<file path="config.mk">
export PLATFORM = sky130hd
export DESIGN_NAME = snake_engine
export DESIGN_NICKNAME = d
export VERILOG_FILES = /design/src/rtl/snake_engine.sv
export SDC_FILE = /design/constraint.sdc
export NUM_CORES = 2
export LEC_CHECK = 0
export CAP_MARGIN = 10
export CORE_AREA = 2 2 445 447
export DETAILED_ROUTE_END_ITERATION = 12
export DIE_AREA = 0 0 447 449
export HOLD_SLACK_MARGIN = 0.06
export PLACE_DENSITY = 0.41
export SETUP_SLACK_MARGIN = 0.2
export SYNTH_ARGS = -nofsm -noshare
export SYNTH_HDL_FRONTEND = slang
export SYNTH_SLANG_ARGS = --single-unit
</file>
<file path="constraint.sdc">
create_clock -name clk -period 54.9 [get_ports clk]
set_input_delay 8.235 -clock clk [delete_from_list [all_inputs] [get_ports clk]]
set_output_delay 8.235 -clock clk [all_outputs]
set_load 0.02 [all_outputs]
</file>
<file path="src/rtl/snake_engine.sv">
// snake_engine
//   Snake game core: keeps the snake body, applies one move per tick, detects
//   wall and self collisions, grows on eating and places new food from a
//   10-bit LFSR.
//
// Ports
//   clk                        system clock, all state on rising edge
//   rst                        asynchronous active-high reset
//   tick                       one-cycle move strobe (RUNNING only)
//   dir_in / dir_valid         requested direction UP=00 DOWN=01 RIGHT=10 LEFT=11
//   start                      start (INITIAL) / restart (DIE) strobe
//   food_x, food_y             food cell
//   snake_x_1dim, snake_y_1dim segment i at bits [5i+4:5i], i=0 is the head;
//                              inactive segments read 0
//   snake_length               active segment count
//   game_state                 RUNNING=00 DIE=01 INITIAL=10
//
// Build option
//   SNAKE_WRAP_EN  defined: the head wraps to the opposite edge, no wall death.
//                  undefined: leaving the grid kills the snake.
//
// States
//   ST_INITIAL | snake parked at its reset position, waiting for start
//   ST_RUNNING | ticks move the snake
//   ST_DIE     | collision seen, body frozen, waiting for start
module snake_engine #(
  parameter int GRID_W   = 32,
  parameter int GRID_H   = 24,
  parameter int INIT_LEN = 3,
  parameter int MAX_LEN  = 63
) (
  input  logic         clk,
  input  logic         rst,
  input  logic         tick,
  input  logic [1:0]   dir_in,
  input  logic         dir_valid,
  input  logic         start,
  output logic [4:0]   food_x,
  output logic [4:0]   food_y,
  output logic [319:0] snake_x_1dim,
  output logic [319:0] snake_y_1dim,
  output logic [5:0]   snake_length,
  output logic [1:0]   game_state
);

  localparam int NSEG = 64;

  localparam logic [1:0] DIR_UP    = 2'b00;
  localparam logic [1:0] DIR_DOWN  = 2'b01;
  localparam logic [1:0] DIR_RIGHT = 2'b10;
  localparam logic [1:0] DIR_LEFT  = 2'b11;

  localparam int         HEAD_X0   = 16;
  localparam logic [4:0] HEAD_Y0   = 5'd12;
  localparam logic [4:0] FOOD_X0   = 5'd24;
  localparam logic [4:0] FOOD_Y0   = 5'd12;
  localparam logic [9:0] LFSR_SEED = 10'h2A5;

  typedef enum logic [1:0] {
    ST_RUNNING = 2'b00,
    ST_DIE     = 2'b01,
    ST_INITIAL = 2'b10
  } state_t;

  state_t state, state_nx;

  logic [4:0] seg_x [NSEG];
  logic [4:0] seg_y [NSEG];
  logic [5:0] len;
  logic [1:0] dir_applied;
  logic [1:0] dir_pending;
  logic       place_pend;
  logic [9:0] lfsr;

  logic       move;
  logic       move_ok;
  logic       restart;
  logic       wall;
  logic       eat;
  logic       grow;
  logic       self_hit;
  logic       collide;
  logic       dir_opposite;
  logic [4:0] nx;
  logic [4:0] ny;
  logic [4:0] cand_x;
  logic [4:0] cand_y;
  logic       cand_busy;

  function automatic logic [4:0] init_seg_x(int i);
    return (i < INIT_LEN) ? 5'(HEAD_X0 - i) : 5'd0;
  endfunction

  function automatic logic [4:0] init_seg_y(int i);
    return (i < INIT_LEN) ? HEAD_Y0 : 5'd0;
  endfunction

  // ---------------------------------------------------------------- FSM
  always_ff @(posedge clk or posedge rst) begin
    if (rst) state <= ST_INITIAL;
    else     state <= state_nx;
  end

  always_comb begin
    state_nx = state;
    case (state)
      ST_INITIAL: if (start)          state_nx = ST_RUNNING;
      ST_RUNNING: if (tick && collide) state_nx = ST_DIE;
      ST_DIE:     if (start)          state_nx = ST_INITIAL;
      default:                        state_nx = ST_INITIAL;
    endcase
  end

  assign game_state = state;
  assign move       = (state == ST_RUNNING) && tick;
  assign restart    = (state == ST_DIE) && start;

  // ---------------------------------------------------------- next head
  always_comb begin
    nx   = seg_x[0];
    ny   = seg_y[0];
    wall = 1'b0;
    case (dir_pending)
      DIR_UP: begin
        if (seg_y[0] == 5'd0) begin
`ifdef SNAKE_WRAP_EN
          ny = 5'(GRID_H - 1);
`else
          wall = 1'b1;
`endif
        end else begin
          ny = seg_y[0] - 5'd1;
        end
      end
      DIR_DOWN: begin
        if (seg_y[0] == 5'(GRID_H - 1)) begin
`ifdef SNAKE_WRAP_EN
          ny = 5'd0;
`else
          wall = 1'b1;
`endif
        end else begin
          ny = seg_y[0] + 5'd1;
        end
      end
      DIR_RIGHT: begin
        if (seg_x[0] == 5'(GRID_W - 1)) begin
`ifdef SNAKE_WRAP_EN
          nx = 5'd0;
`else
          wall = 1'b1;
`endif
        end else begin
          nx = seg_x[0] + 5'd1;
        end
      end
      default: begin
        if (seg_x[0] == 5'd0) begin
`ifdef SNAKE_WRAP_EN
          nx = 5'(GRID_W - 1);
`else
          wall = 1'b1;
`endif
        end else begin
          nx = seg_x[0] - 5'd1;
        end
      end
    endcase
  end

  // The tail only vacates its cell when the snake does not grow, so it
  // counts as an obstacle only on an eating move.
  always_comb begin
    eat      = !place_pend && !wall && (nx == food_x) && (ny == food_y);
    self_hit = 1'b0;
    for (int i = 0; i < NSEG; i++) begin
      if (((i + 1 < int'(len)) || (eat && (i + 1 == int'(len)))) &&
          (seg_x[i] == nx) && (seg_y[i] == ny))
        self_hit = 1'b1;
    end
  end

  assign collide = wall || self_hit;
  assign move_ok = move && !collide;
  assign grow    = move_ok && eat && (len < 6'(MAX_LEN));

  // ------------------------------------------------------ food placement
  // Rows 24..31 of the raw LFSR field fold back onto rows 16..23.
  assign cand_x = lfsr[4:0];
  assign cand_y = (lfsr[9:5] >= 5'd24) ? (lfsr[9:5] - 5'd8) : lfsr[9:5];

  // The candidate is checked against the body as it will be after this
  // cycle, so a move and a placement may share the same cycle.
  always_comb begin
    int keep;
    keep = (move_ok && !grow) ? int'(len) - 1 : int'(len);
    cand_busy = move_ok && (nx == cand_x) && (ny == cand_y);
    for (int i = 0; i < NSEG; i++) begin
      if ((i < keep) && (seg_x[i] == cand_x) && (seg_y[i] == cand_y))
        cand_busy = 1'b1;
    end
  end

  // Opposite of the last applied move: same axis bit, different sign bit.
  assign dir_opposite = (dir_in[1] == dir_applied[1]) && (dir_in[0] != dir_applied[0]);

  // ------------------------------------------------------------ datapath
  always_ff @(posedge clk or posedge rst) begin
    if (rst) begin
      lfsr        <= LFSR_SEED;
      dir_applied <= DIR_RIGHT;
      dir_pending <= DIR_RIGHT;
      place_pend  <= 1'b0;
      len         <= 6'(INIT_LEN);
      food_x      <= FOOD_X0;
      food_y      <= FOOD_Y0;
      for (int i = 0; i < NSEG; i++) begin
        seg_x[i] <= init_seg_x(i);
        seg_y[i] <= init_seg_y(i);
      end
    end else begin
      // x^10 + x^7 + 1, free-running
      lfsr <= {lfsr[8:0], lfsr[9] ^ lfsr[6]};
      if (restart) begin
        dir_applied <= DIR_RIGHT;
        dir_pending <= DIR_RIGHT;
        place_pend  <= 1'b0;
        len         <= 6'(INIT_LEN);
        food_x      <= FOOD_X0;
        food_y      <= FOOD_Y0;
        for (int i = 0; i < NSEG; i++) begin
          seg_x[i] <= init_seg_x(i);
          seg_y[i] <= init_seg_y(i);
        end
      end else begin
        if (move) dir_applied <= dir_pending;
        if (move_ok) begin
          // The whole array shifts; the growth tail is simply old seg[len-1]
          // landing at seg[len].
          for (int i = NSEG - 1; i > 0; i--) begin
            seg_x[i] <= seg_x[i-1];
            seg_y[i] <= seg_y[i-1];
          end
          seg_x[0] <= nx;
          seg_y[0] <= ny;
          if (grow) len <= len + 6'd1;
        end
        // eat requires !place_pend, so these two never collide
        if (move_ok && eat) begin
          place_pend <= 1'b1;
        end else if (place_pend && !cand_busy) begin
          food_x     <= cand_x;
          food_y     <= cand_y;
          place_pend <= 1'b0;
        end
        if (dir_valid && !dir_opposite) dir_pending <= dir_in;
      end
    end
  end

  // ------------------------------------------------------------- outputs
  assign snake_length = len;

  always_comb begin
    snake_x_1dim = '0;
    snake_y_1dim = '0;
    for (int i = 0; i < NSEG; i++) begin
      if (i < int'(len)) begin
        snake_x_1dim[5*i +: 5] = seg_x[i];
        snake_y_1dim[5*i +: 5] = seg_y[i];
      end
    end
  end

endmodule

</file>
==> impl_metrics.ini <==
[sta]
finalMaxSlewViolations = 108
finalCritPeriodShare_pct = 24.5
worstMarginPinSlew_ns = 1.55
layout_min_cycle_time_ns = 13.44
rsz0062_at_grt = false
totalNegativeSetupSlack_ns = 0
finalSetupViolCount = 0
skew_ns = 0.0438
hold_ws_ns = 0.481
clock.fmax_mhz = 74.4
relSlewSlack_pct = -3.24
hold_viol = 0

[critical_path]
worst_setup_path_start_kind = register
worstPathRequired_ns = 46.67
critPathMaxFanout = 22
r2r_setup_slack_ns = 43.95
crit_path_end_kind = primary output
worstSetupPathType = reg2out
cp.arrival_ns = 5.21

[drt]
routed_wl_mm = 287
via_per_inst = 5.28
drt-pass1-iter-count = 5
wire_per_inst_um = 31.0
drc = 0
vias = 48800
drt.antenna.violating_nets = 0
drt_iter0_markers = 5282

[layout]
final_nets = 6548
drive_gt1_share_pct = 6.09
area_delta_synth_final_pct = 25.9

[clocking]
clock_latency_ns = 0.73
cts_max_level = 3
cts_buffers = 88
cts_sinks = 663
clk_pin_slew_ns = 0.06
cts_hold_buf = 0
root_buffer = clkbuf_16
clk_path_buf_depth = 3
cts_setup_buffers = 0
cts_resized = 0
tritoncts = built

[power]
p_seq_share_pct = 21.8
p_total_mw = 3.36
power_density_mw_per_mm2 = 54.7
pwr-share-clk_pct = 19.2
p_switching_mw = 1.80
combPwrFrac_pct = 59.0
power_leakage_nw = 27.4
p_int_mw = 1.56
swShare_pct = 53.6
ir_drop_v = 0.0000585

[die]
core-area_mm2 = 0.196
placementRows = 163
ios = 665
dieWidth_um = 447
start_util_pct = 24.9
die_area_mm2 = 0.201
die_h_um = 449

[worst_hold_path]
hold_class = reg2reg

[synth]
synth_edf_count = 0
ys_top_cells_by_count = nand2_1 (1332), xnor2_1 (794), nand3_1 (638)
synthTopCellsByArea = dfrtp_1 (33%), xnor2_1 (14%), nand2_1 (10%)
async_flop_share_pct = 100
syn-cell-area_mm2 = 0.0488
yosysMostFrequentCell = nand2_1
avgSynthCellArea_um2 = 7.96
syn_inst = 6129
synth-seq-area-share_pct = 34.1
ys_warn_count = 0
ys_seq_elements = 663
yosys.area.top_type_share_pct = 32.6
synth_cell_types = 96
synth_top_cell_by_area = dfrtp_1
synth_ff_type = dfrtp_1

[outcome]
violations = capacitance limit, slew limit
status = complete, but fails checks

[place]
port_buffers = 654
gp_congestion = 0.934
hpwl_mm = 201

[grt]
grt_pass1_vias = 47400
grt_start_max_net_pins = 225
antenna_found_initial = 14
grt.overflow.total = 0
grt.total_usage_pct = 27.7
grt_pass1_wl_mm = 398

[job]
cap_violations = 1
metal layers:
layer	wire [um]	up-vias	GRT usage (%)	share of wire (%)
li1	-	21300	-	-
met1	120000	25000	36.0	42
met2	134000	2071	45.1	47
met3	17100	513	3.79	5.9
met4	15900	4	13.1	5.5
met5	23	-	0	0.0080
layout by cell type (no fill, tap or decap), drive strengths merged, types with 12 or more instances in the layout:
master	n
nand2	1332
xnor2	795
clkdlybuf4s50	654
nand3	638
dfrtp	635
xor2	446
and2	361
nor2b	196
nand4	168
nor4	161
buf	156
a21oi	140
clkbuf	130
nor2	103
and3	93
o21ai	80
nor3	71
inv	43
dfstp	28
a31oi	27
o2111ai	20
o211ai	18
o31ai	17
a2111oi	16
bufinv	13
or4	13
o221ai	12
a22oi	12
clkinv	12
power by group through the flow:
stage,Sequential (mW),Combinational (mW),Clock [mW]
global route,0.738,2.08,0.676
global placement,0.737,1.94,0
finish,0.732,1.98,0.646
CTS,0.729,1.96,0.656
floorplan,0.647,1.21,0
detailed placement,0.736,1.96,0
sequential cells by signal, summed over array words and instances (netlist names):
signal	flops
seg_x	315
seg_y	315
lfsr	10
snake_length	6
food_x	5
food_y	5
dir_applied	2
dir_pending	2
game_state	2
place_pend	1
path summary, 6_finish.rpt:
| check | startpoint | end | cells past startpoint |
|---|---|---|---|
| setup / recovery | snake_length[0] | snake_y_1dim[222] | 9 |
| hold / removal | lfsr[8] | lfsr[9] | 0 |
| setup reg to reg | seg_x[316] | food_x[2] | 24 |
| hold reg to reg | lfsr[8] | lfsr[9] | 0 |
| max in group asynchronous | rst | seg_x[8] | 4 |
| min in group asynchronous | rst | seg_x[133] | 2 |
logic make-up after synthesis:
group                    synth area share [%]
AO/OA/AOI/OAI                            6.36
adder cells (fa/ha/maj)                 0.231
other                                 0.00769
AND/OR/NAND/NOR                          32.1
multiplexers                            0.303
buffers and inverters                    4.57
flip-flops                               34.1
XOR/XNOR                                 22.4
through the flow:
stage	instance area (um^2)	setup WS [ns]	util, %	cells
3_3_place_gp	58300	41.10	29.7	9080
3_5_place_dp	58300	41.20	29.7	9081
2_1_floorplan	48800	28.13	-	6138
6_report	61400	41.46	31.3	9249
4_1_cts	61400	41.51	31.3	9241
5_1_grt	61400	41.36	31.3	9242
layout make-up:
class                      count  area, um^2
clock inverter                30         503
tap                         2640        3300
timing repair buffer         810        7840
fill                       21000      135000
sequential                   663       16700
clock buffer                 130        2630
multi-input combinational   4926       30300
antenna                        7        17.5
inverter                      43         169
worst max-delay path, stage by stage (launching register included):
cell             delay [ns]
dfstp_2                0.89
clkinv_1               0.66
ha_1                   0.44
buf_4                  0.26
clkinv_1               0.35
buf_4                  0.28
a21oi_1                0.09
nor2_1                 0.66
and2_1                 0.23
clkdlybuf4s50_1        0.61
(Power assumes the default switching activity.)
